**config.mk**
```make
export PLATFORM = sky130hd
export DESIGN_NAME = mux_rr_arbiter
export DESIGN_NICKNAME = d
export VERILOG_FILES = /design/src/rtl/mux_rr_arbiter.sv
export SDC_FILE = /design/constraint.sdc
export NUM_CORES = 1
export LEC_CHECK = 0
export CAP_MARGIN = 10
export CORE_UTILIZATION = 60
export CTS_CLUSTER_DIAMETER = 30
export DETAILED_ROUTE_END_ITERATION = 7
export PLACE_DENSITY = 0.86
export SYNTH_ARGS = -nofsm -noshare
export SYNTH_HDL_FRONTEND = slang
export SYNTH_SLANG_ARGS = --single-unit
```
**constraint.sdc**
```tcl
create_clock -name clk -period 7.8 [get_ports clk]
set_input_delay 1.17 -clock clk [delete_from_list [all_inputs] [get_ports clk]]
set_output_delay 1.17 -clock clk [all_outputs]
set_load 0.005 [all_outputs]
```
**src/rtl/mux_rr_arbiter.sv**
```systemverilog
// Round-robin owner arbiter for the 8:1 select mux: registered one-hot grant, select and enable.
// Optional owner timeout is compiled in with `MUX_ARB_TIMEOUT_EN.
module mux_rr_arbiter #(
  parameter int NREQ     = 8,
  parameter int MAX_HOLD = 16
) (
  input  logic            clk,
  input  logic            rst_n,
  input  logic            arb_en,
  input  logic [NREQ-1:0] req,
  output logic [NREQ-1:0] grant,
  output logic [2:0]      select,
  output logic            enable,
  output logic            switch_pulse
);

  typedef enum logic {IDLE = 1'b0, OWN = 1'b1} state_t;

  state_t          state;
  logic [2:0]      ptr;
  logic [7:0]      hold_cnt;
  logic [7:0]      hold_inc;
  logic [NREQ-1:0] cand;
  logic [NREQ-1:0] pick_onehot;
  logic [2:0]      pick_idx;
  logic            pick_found;
  logic            owner_req;
  logic            at_limit;
  logic            do_grant;

  // First set bit of mask scanning base, base+1, ... (mod 8).
  function automatic logic [3:0] rr_pick(input logic [NREQ-1:0] mask, input logic [2:0] base);
    logic [3:0] res;
    logic [2:0] idx;
    res = 4'b0;
    for (int i = NREQ - 1; i >= 0; i--) begin
      idx = base + 3'(i);
      if (mask[idx]) res = {1'b1, idx};
    end
    return res;
  endfunction

  always_comb begin
    // Owner is excluded so a timeout hands over only to a different requester.
    cand        = req & ~grant;
    {pick_found, pick_idx} = rr_pick(cand, ptr);
    pick_onehot = '0;
    pick_onehot[pick_idx] = 1'b1;
    owner_req   = |(req & grant);
    hold_inc    = (hold_cnt == 8'hFF) ? hold_cnt : hold_cnt + 8'd1;
  end

`ifdef MUX_ARB_TIMEOUT_EN
  assign at_limit = (state == OWN) && (int'(hold_inc) >= MAX_HOLD);
`else
  // MAX_HOLD has no effect without the timeout feature.
  logic [7:0] unused_max_hold;
  assign unused_max_hold = 8'(MAX_HOLD);
  assign at_limit        = 1'b0;
`endif

  assign do_grant = arb_en && pick_found && ((state == IDLE) || !owner_req || at_limit);

  always_ff @(posedge clk or negedge rst_n) begin
    if (!rst_n) begin
      state        <= IDLE;
      ptr          <= '0;
      hold_cnt     <= '0;
      grant        <= '0;
      select       <= '0;
      enable       <= 1'b0;
      switch_pulse <= 1'b0;
    end else begin
      switch_pulse <= 1'b0;
      if (do_grant) begin
        state        <= OWN;
        grant        <= pick_onehot;
        select       <= pick_idx;
        enable       <= 1'b1;
        switch_pulse <= 1'b1;
        ptr          <= pick_idx + 3'd1;
        hold_cnt     <= '0;
      end else if (state == OWN) begin
        if (!owner_req) begin
          // select keeps its last value while idle.
          state    <= IDLE;
          grant    <= '0;
          enable   <= 1'b0;
          hold_cnt <= '0;
        end else begin
          hold_cnt <= hold_inc;
        end
      end
    end
  end

endmodule
```
==> impl_results.md, run 1 <==
* Outcome: finished clean
* Post_cts resized at 0
* RSZ-0062 raised after global routing: no
* Final hold violation count at 0
* Sequential area share after synthesis at 24.05%
* Top layer reached by signal wires: met4
* Final period util at 53.25%
* IO Pins at 24
* Met2 WL post-DR at 2265 um
* Post-synth EDFFs at 0
* DRC at 0
* FP Rows at 19
* Grt ovf at 0
* Vias at 1749
* Post-route antenna net violation count at 0
* Clock Latency Late Sink at 290 ps
* Min cycle time layout at 4154 ps
* DR iter-0 viols at 237
* Pre-antenna DRT Iters at 5
* Post-Syn Area at 0.001769 sq mm
* Routability Congestion at 1.009
* Distinct cells, synth at 55
* Detailed Place HPWL at 3619 um
* First-pass GRT wire length at 7879 um
* Starting density of the core at 63.61%
* Slowest Stage Delay on Critical Path at 740 ps
* Max Cap Viol at 0
* Slowest CP cell: a21oi_1
* Relative slew slack at 35.61%
* Worst R2R Setup Slack at 4150 ps
* Syn Area/Cell at 9.167 sq um
* Worst setup margin at 3646 ps
* Crit path DAT at 4330 ps
* Critical Path RT at 7970 ps
* Share of layout cells above drive strength 1 at 10.95%
* Clock sink count at 17
* CP Launch Type: input pin
* Met1 WL at 1946 um
* Largest net degree at the start of global routing at 31
* Post-Synthesis Cells at 193
* Measured slew at the worst slew-check pin at 965.8 ps
* Hold buffers post-CTS at 0
* Clock buffer depth at 2
* Gr usage total at 31.37%
* WL final at 4713 um
* # Post-CTS Setup Buffers at 0
* Fin Setup TNS at 0 ps
* Setup Skew at 12.35 ps
* Yosys reg bits at 17
* Inserted Clock Buffers at 3
* Hold WC Path Type: flop to flop
* Vias in the first global route at 1658
* Critical path peak fanout at 14
* H-tree depth at 1
* Setup violations, final at 0
* Vias per cell at 7.257
* WL per Instance at 19.56 um
* Reg clk slew, reported paths at 100 ps
* Die area at 0.003170 sq mm
* Die Wd at 56.30 um
* Highest clock rate at 240.8 MHz
* Root Buffer Master: clkbuf_4
* Crit. End Element: flop
* Initial antenna violation count at 0
* Dpl ws at 3398 ps
* N_diodes at 0
* Setup CP Type: input pin to flop
* Synth-to-Final Area Change at 14.22%
* Die span in y at 56.30 um
* Ys flop type: dfrtp_1
* Max-slew violation count at 0
* CTS tree: yes
* CP Cell Sequence: clkdlybuf4s50_1 > nor2b_1 > a21oi_1 > mux2i_1 > o31ai_1 > a21bo_2 > a21oi_1 > a21oi_1 > a22o_1
* WL met3 at 352 um
* Yosys Warn Count at 0
* Nets@finish at 224
* Core footprint at 0.002781 sq mm
* Asr flop ratio synth at 100.0%
* Cell mode on critical path: a21oi_1
* IO Port Bufs at 23
* Synthesized net count at 206
-- layout make-up --
class                      instances  area (sq um)
fill                             199         760.7
timing repair buffer              24         237.7
clock buffer                       3         22.52
tap                               31         38.79
multi-input combinational        161          1276
inverter                           4         15.01
sequential                        17         425.4
clock inverter                     1         5.005
-- synth_stat cells (3+ instances only) --
cell type	instances	area [sq um]
and2_1	4	25.02
a21o_1	3	22.52
a21oi_1	8	40.04
a211oi_1	4	30.03
o21ai_0	7	35.03
inv_1	4	15.01
a22o_1	5	43.79
dfrtp_1	17	425.4
nor2_1	17	63.81
mux2_2	3	33.78
xnor2_1	3	26.28
clkbuf_1	6	22.52
o31ai_1	3	22.52
o211ai_1	4	30.03
mux2i_1	6	60.06
nor2b_1	8	50.05
nand3_1	5	25.02
buf_2	3	15.01
nand2_1	11	41.29
mux4_2	10	225.2
nand3b_1	3	22.52
nor3b_1	5	37.54
nand2b_1	6	37.54
a22oi_1	6	45.04
-- stage by stage --
step | cells | hold slack (ps) | cell area, sq um | util [%]
floorplan | 193 | 474.0 | 1769 | -
global placement | 237 | 467.4 | 1993 | 71.66
CTS | 241 | 497.5 | 2021 | 72.65
detailed placement | 237 | 469.7 | 1993 | 71.66
finish | 241 | 498.7 | 2021 | 72.65
global route | 241 | 529.2 | 2021 | 72.65
-- layer usage --
metal | GRT usage [%] | vias to the layer above
met5 | 0 | -
met4 | 11.85 | 0
met3 | 5.069 | 18
met2 | 51.02 | 97
met1 | 42.34 | 835
li1 | - | 799
-- flip-flops by register name (all words and copies together), names as in the netlist --
register and flops:
select 3, grant 8, ptr 3, state 1, switch_pulse 1, enable 1
-- cell usage in the layout (no fill, tap or decap), drive strengths merged, types with 3 or more instances in the layout --
| master | Yosys | final |
|---|---|---|
| nand3b | 3 | 3 |
| a211oi | 5 | 5 |
| a21o | 3 | 3 |
| mux2 | 3 | 3 |
| a21oi | 8 | 8 |
| and2 | 4 | 4 |
| inv | 4 | 4 |
| nor2b | 8 | 8 |
| nand2 | 11 | 11 |
| nor2 | 17 | 17 |
| nand3 | 5 | 5 |
| o211ai | 4 | 4 |
| nor3b | 5 | 5 |
| xnor2 | 3 | 3 |
| clkdlybuf4s50 | 0 | 23 |
| o31ai | 3 | 3 |
| mux4 | 10 | 10 |
| o21ai | 8 | 8 |
| dfrtp | 17 | 17 |
| nand2b | 6 | 6 |
| a22o | 5 | 5 |
| mux2i | 6 | 6 |
| clkbuf | 6 | 3 |
| a22oi | 6 | 6 |
-- worst max-delay path, delay by kind of cell --
family,cells,cell delay (ps)
AO/OA/AOI/OAI,6,2010
AND/OR/NAND/NOR,1,340
multiplexers,1,330
buffers and inverters,1,480
-- final timing paths --
path | start | end | cells past startpoint
max | req[1] | grant[7] | 9
min | enable | enable | 1
max reg2reg | ptr[1] | grant[2] | 9
min reg2reg | enable | enable | 1
max in group asynchronous | rst_n | grant[2] | 1
min in group asynchronous | rst_n | switch_pulse | 1
-- cells by family (layout without fill, tap and decap cells) --
family	count (synthesis)	after routing	synth area share [%]
AO/OA/AOI/OAI	66	66	28.93
XOR/XNOR	5	5	2.476
adder cells (fa/ha/maj)	2	2	1.414
buffers and inverters	15	32	3.818
flip-flops	17	17	24.05
multiplexers	19	19	18.03
AND/OR/NAND/NOR	69	69	21.29
Power of run 1 is left out: the tool's default activity adds up to more than one toggle a clock period on the data nets, which glitch-free logic cannot reach.
==> run 2: changes to the inputs <==
- CORE_UTILIZATION: 60 -> 50
- PLACE_DENSITY: 0.86 -> 0.77
- clock period: 7.8 -> 3.4 ns (I/O delays scaled with it)
==> impl_results.md, run 2 (synthesis gave the netlist of run 1 again) <==
* Outcome: finished clean
* Detailed Place HPWL at 4352 um (+20%)
* Vias per cell at 6.412 (-12%)
* Post-Place Cells at 275 (+16%)
* Critical Path RT at 3620 ps (-4350 ps)
* Highest clock rate at 314.5 MHz
* Die area at 0.003780 sq mm (+19%)
* Share of layout cells above drive strength 1 at 19.31% (+8.4 points)
* Pint at 0.001448 W
* Largest net degree at the start of global routing at 18 (-42%)
* Commonest non-fill, non-tap cell in the layout: buf_4
* Vias in the first global route at 1707 (+3.0%)
* H-tree depth at 1 (unchanged)
* Gr busiest metal: met2
* First-pass GRT wire length at 8314 um (+5.5%)
* PD cells at 1280 mW/mm^2
* Crit path DAT at 3400 ps (-930 ps)
* Post_cts resized at 0 (unchanged)
* Setup CP Type: input pin to flop
* Switch Pwr at 0.001382 W
* Reg with most FFs: grant
* # Post-CTS Setup Buffers at 0 (unchanged)
* Nets@finish at 247 (+10%)
* IO Port Bufs at 23 (unchanged)
* WL final at 5326 um (+13%)
* Post-route antenna net violation count at 0 (unchanged)
* Met1 usage at 38.27% (-4.1 points)
* CP Launch Type: input pin
* Initial antenna violation count at 0 (unchanged)
* Crit. End Element: flop
* Max FFs per register at 8 (unchanged)
* Clock buffer depth at 2 (unchanged)
* Max-slew violation count at 0 (unchanged)
* Most frequent cells in the layout: buf_4 (24), clkdlybuf4s50_1 (23), nor2_1 (17), dfrtp_1 (17), nand2_1 (11)
* Measured slew at the worst slew-check pin at 736.0 ps (-229.8 ps)
* Worst hold margin at 494.9 ps (-3.817 ps)
* Hold buffers post-CTS at 0 (unchanged)
* Max Cap Viol at 0 (unchanged)
* Gr usage total at 30.29% (-1.1 points)
* Sw frac at 48.84%
* DRC at 0 (unchanged)
* Routability Congestion at 0.9090 (-9.9%)
* Relative slew slack at 50.78% (+15 points)
* Layout Utilization at 65.74% (-6.9 points)
* Fin Setup TNS at 0 ps (unchanged)
* Setup Skew at 4.284 ps (-8.068 ps)
* Die span in y at 61.49 um (+9.2%)
* Grt ovf at 0 (unchanged)
* DR iter-0 viols at 156 (-34%)
* Final period util at 93.52%
* Clock sink count at 17 (unchanged)
* Logic gate share of total power at 84.1%
* Critical path peak fanout at 5 (-9)
* Min cycle time layout at 3180 ps
* Share of power burned in registers at 12.3%
* Inserted Clock Buffers at 3 (unchanged)
* Die Wd at 61.49 um (+9.2%)
* Reg clk slew, reported paths at 90 ps (about the same)
* Clock network power share at 3.6%
* CTS tree: yes
* Synth-to-Final Area Change at 24.96%
* Root Buffer Master: clkbuf_4
* Non-Filler Instances at 279 (+16%)
* Clock Latency Late Sink at 280 ps (about the same)
* Core footprint at 0.003363 sq mm (+21%)
* WL per Instance at 19.09 um (-2.4%)
* Leak Pwr at 0.9059 nW
* Setup violations, final at 0 (unchanged)
* Met2 GRT Util at 54.07% (+3.1 points)
* IO Pins at 24 (unchanged)
* Final hold violation count at 0 (unchanged)
* Starting density of the core at 52.60% (-11 points)
* N_diodes at 0 (unchanged)
* Hold WC Path Type: flop to flop
* Peak VDD IR at 846.1 uV
* Vias at 1789 (+2.3%)
* FP Rows at 21 (+2)
* Met3 Use GR at 2.521% (-2.5 points)
* Pre-antenna DRT Iters at 4 (-1)
* RSZ-0062 raised after global routing: no
* Regs by FF count: grant x8, ptr x3, select x3
run 2: cell count changes in the layout (fill, tap and decap cells not counted):
cell,before,now
buf_4,1,24
clkbuf_1,0,1
clkinv_2,1,0
run 2: power groups by stage:
stage	combinational, W	sequential, W	clock [W]
detailed placement	0.00234	0.000350	0
global route	0.00259	0.000358	0.000114
floorplan	0.00165	0.000320	0
global placement	0.00230	0.000347	0
finish	0.00238	0.000348	0.000103
CTS	0.00237	0.000347	0.000105
run 2: path summary, 6_finish.rpt:
kind | from | end | slack (ps) | depth (start not counted)
min reg2reg | enable | enable | 490 | 1
max reg2reg | ptr[0] | grant[4] | 300 | 10
max in group asynchronous | rst_n | grant[6] | 2280 | 1
min in group asynchronous | rst_n | ptr[0] | 660 | 1
min | enable | enable | 490 | 1
max | req[4] | grant[1] | 220 | 9
run 2: layer usage:
metal  vias up  wire, um  share of wire, %
met3        14       295               5.5
met2        68      2739                51
li1        837         -                 -
met1       870      2152                40
met4         0       139               2.6
met5         -         0                 0
run 2: area by class of cell:
class / count / area (sq um)
flip-flops and latches: 17 / 425.4
repair buffers: 47 / 410.4
clock buffers: 4 / 26.28
well taps: 46 / 57.56
multi-input cells: 161 / 1276
fillers: 324 / 1152
inverters: 4 / 15.01
run 2: critical path: stages:
cell             delay [ps]
clkdlybuf4s50_1         550
nor3b_1                 440
nor2_1                  230
mux4_2                  510
a21boi_1                200
o31ai_1                 110
a32oi_2                 360
and2_1                  290
a32o_1                  200
run 2: metrics by stage:
stage          setup slack, ps  area [sq um]  total power [W]
2_1_floorplan            593.8          1769         0.001968
3_3_place_gp             76.66          2185         0.002652
3_5_place_dp             23.59          2185         0.002694
4_1_cts                  278.6          2211         0.002819
5_1_grt                  14.76          2211         0.003062
6_report                 220.3          2211         0.002830
(Power assumes the default switching activity.)
==> run 3: changes to the inputs <==
- CAP_MARGIN: 10 -> 20
- CORE_UTILIZATION: 50 -> 60
- PLACE_DENSITY: 0.77 -> 0.86
- clock period: 3.4 -> 3.95 ns (I/O delays scaled with it)
==> impl_results.md, run 3 (synthesis gave the netlist of run 1 again) <==
* Outcome: finished clean
* Root Buffer Master: clkbuf_4
* Die Wd at 56.30 um (-8.4%)
* Met1 usage at 43.75% (+5.5 points)
* Vias per cell at 6.947 (+8.3%)
* Die span in y at 56.30 um (-8.4%)
* Slowest CP cell: dfrtp_1
* Detailed Place HPWL at 3769 um (-13%)
* Gr usage total at 32.21% (+1.9 points)
* IO Port Bufs at 23 (unchanged)
* Setup CP Type: flop to flop
* Core footprint at 0.002781 sq mm (-17%)
* Share of layout cells above drive strength 1 at 12.15% (-7.2 points)
* Critical Path RT at 4130 ps (+510 ps)
* Commonest non-fill, non-tap cell in the layout: clkdlybuf4s50_1
* Nets@finish at 228 (-7.7%)
* Max FFs per register at 8 (unchanged)
* Inserted Clock Buffers at 3 (unchanged)
* Grt ovf at 0 (unchanged)
* Met3 Use GR at 2.074% (-0.45 points)
* CP Cell Sequence: inv_1 > ha_1 > xor2_1 > o221ai_1 > a2111oi_0 > o31ai_1 > o21ai_1 > nor2_1 > a22o_1
* Starting density of the core at 63.61% (+11 points)
* Relative slew slack at 50.78% (about the same)
* N_diodes at 0 (unchanged)
* Reg clk slew, reported paths at 90 ps (about the same)
* Clock Latency Late Sink at 290 ps (about the same)
* FP Rows at 19 (-9.5%)
* DRC at 0 (unchanged)
* Synth-to-Final Area Change at 15.84%
* Measured slew at the worst slew-check pin at 736.0 ps (-0.01007 ps)
* Min cycle time layout at 3413 ps
* Clock sink count at 17 (unchanged)
* Initial antenna violation count at 0 (unchanged)
* WL final at 4749 um (-11%)
* Max Cap Viol at 0 (unchanged)
* # Post-CTS Setup Buffers at 0 (unchanged)
* Max-slew violation count at 0 (unchanged)
* Crit. End Element: flop
* Final hold violation count at 0 (unchanged)
* DR iter-0 viols at 128 (-18%)
* Largest net degree at the start of global routing at 28 (+10)
* Slowest Stage Delay on Critical Path at 690 ps (+140 ps)
* Post-route antenna net violation count at 0 (unchanged)
* Critical path peak fanout at 18 (+13)
* Setup violations, final at 0 (unchanged)
* Routability Congestion at 0.9569 (+5.3%)
* Clock buffer depth at 2 (unchanged)
* Hold buffers post-CTS at 0 (unchanged)
* Worst R2R Setup Slack at 540 ps (+240 ps)
* Vias in the first global route at 1658 (-2.9%)
* Pre-antenna DRT Iters at 4 (unchanged)
* Hold WC Path Type: flop to flop
* Crit path DAT at 3590 ps (+190 ps)
* Gr busiest metal: met2
* CP Launch Type: flop
* CTS tree: yes
* Regs by FF count: grant x8, ptr x3, select x3
* Highest clock rate at 293.0 MHz
* Post_cts resized at 0 (unchanged)
* Layout Utilization at 73.68% (+7.9 points)
* H-tree depth at 1 (unchanged)
* Setup Skew at 7.789 ps (+3.505 ps)
* Reg with most FFs: grant
* Met2 GRT Util at 54.08% (about the same)
* Die area at 0.003170 sq mm (-16%)
* IO Pins at 24 (unchanged)
* RSZ-0062 raised after global routing: no
* Vias at 1702 (-4.9%)
* Final period util at 86.40%
* First-pass GRT wire length at 7907 um (-4.9%)
* Worst hold margin at 493.2 ps (-1.671 ps)
* Fin Setup TNS at 0 ps (unchanged)
* Most frequent cells in the layout: clkdlybuf4s50_1 (23), nor2_1 (17), dfrtp_1 (17)
* WL per Instance at 19.38 um (+1.5%)
==> run 3: cell types whose count changed in the layout (fill, tap and decap cells not counted) <==
cell	before	now
buf_4	24	5
==> run 3: layout make-up <==
class	instances	area, sq um
fill	205	732.0
sequential	17	425.4
tap	31	38.79
clock buffer	4	26.28
inverter	4	15.01
multi-input combinational	161	1276
timing repair buffer	28	267.8
==> run 3: final timing paths <==
path                                 end  cells after the start  startpoint
worst min register to register    enable                      1      enable
max in group asynchronous         ptr[0]                      1       rst_n
worst min-delay path              enable                      1      enable
worst max register to register  grant[7]                      9      ptr[1]
worst max-delay path            grant[7]                      9      ptr[1]
min in group asynchronous         enable                      1       rst_n
==> run 3: layer usage <==
layer | vias up | routed length, um
li1 | 808 | -
met1 | 825 | 2004
met2 | 58 | 2382
met3 | 11 | 255
met4 | 0 | 107
met5 | - | 0
==> run 3: through the flow <==
step / worst slack, ps / instances / instance area, sq um
floorplan: 1144 / 193 / 1769
CTS: 534.3 / 245 / 2049
finish: 537.3 / 245 / 2049
detailed placement: 388.0 / 241 / 2023
global route: 258.0 / 245 / 2049
global placement: 404.6 / 241 / 2023
==> run 3: worst max-delay path, delay by kind of cell, from the launching register on <==
kind                     cells  cell delay [ps]
adder cells (fa/ha/maj)      1              280
AO/OA/AOI/OAI                5             1490
XOR/XNOR                     1              440
AND/OR/NAND/NOR              1              140
flip-flops                   1              690
buffers and inverters        1              260
Power of run 3 is left out for the same reason.
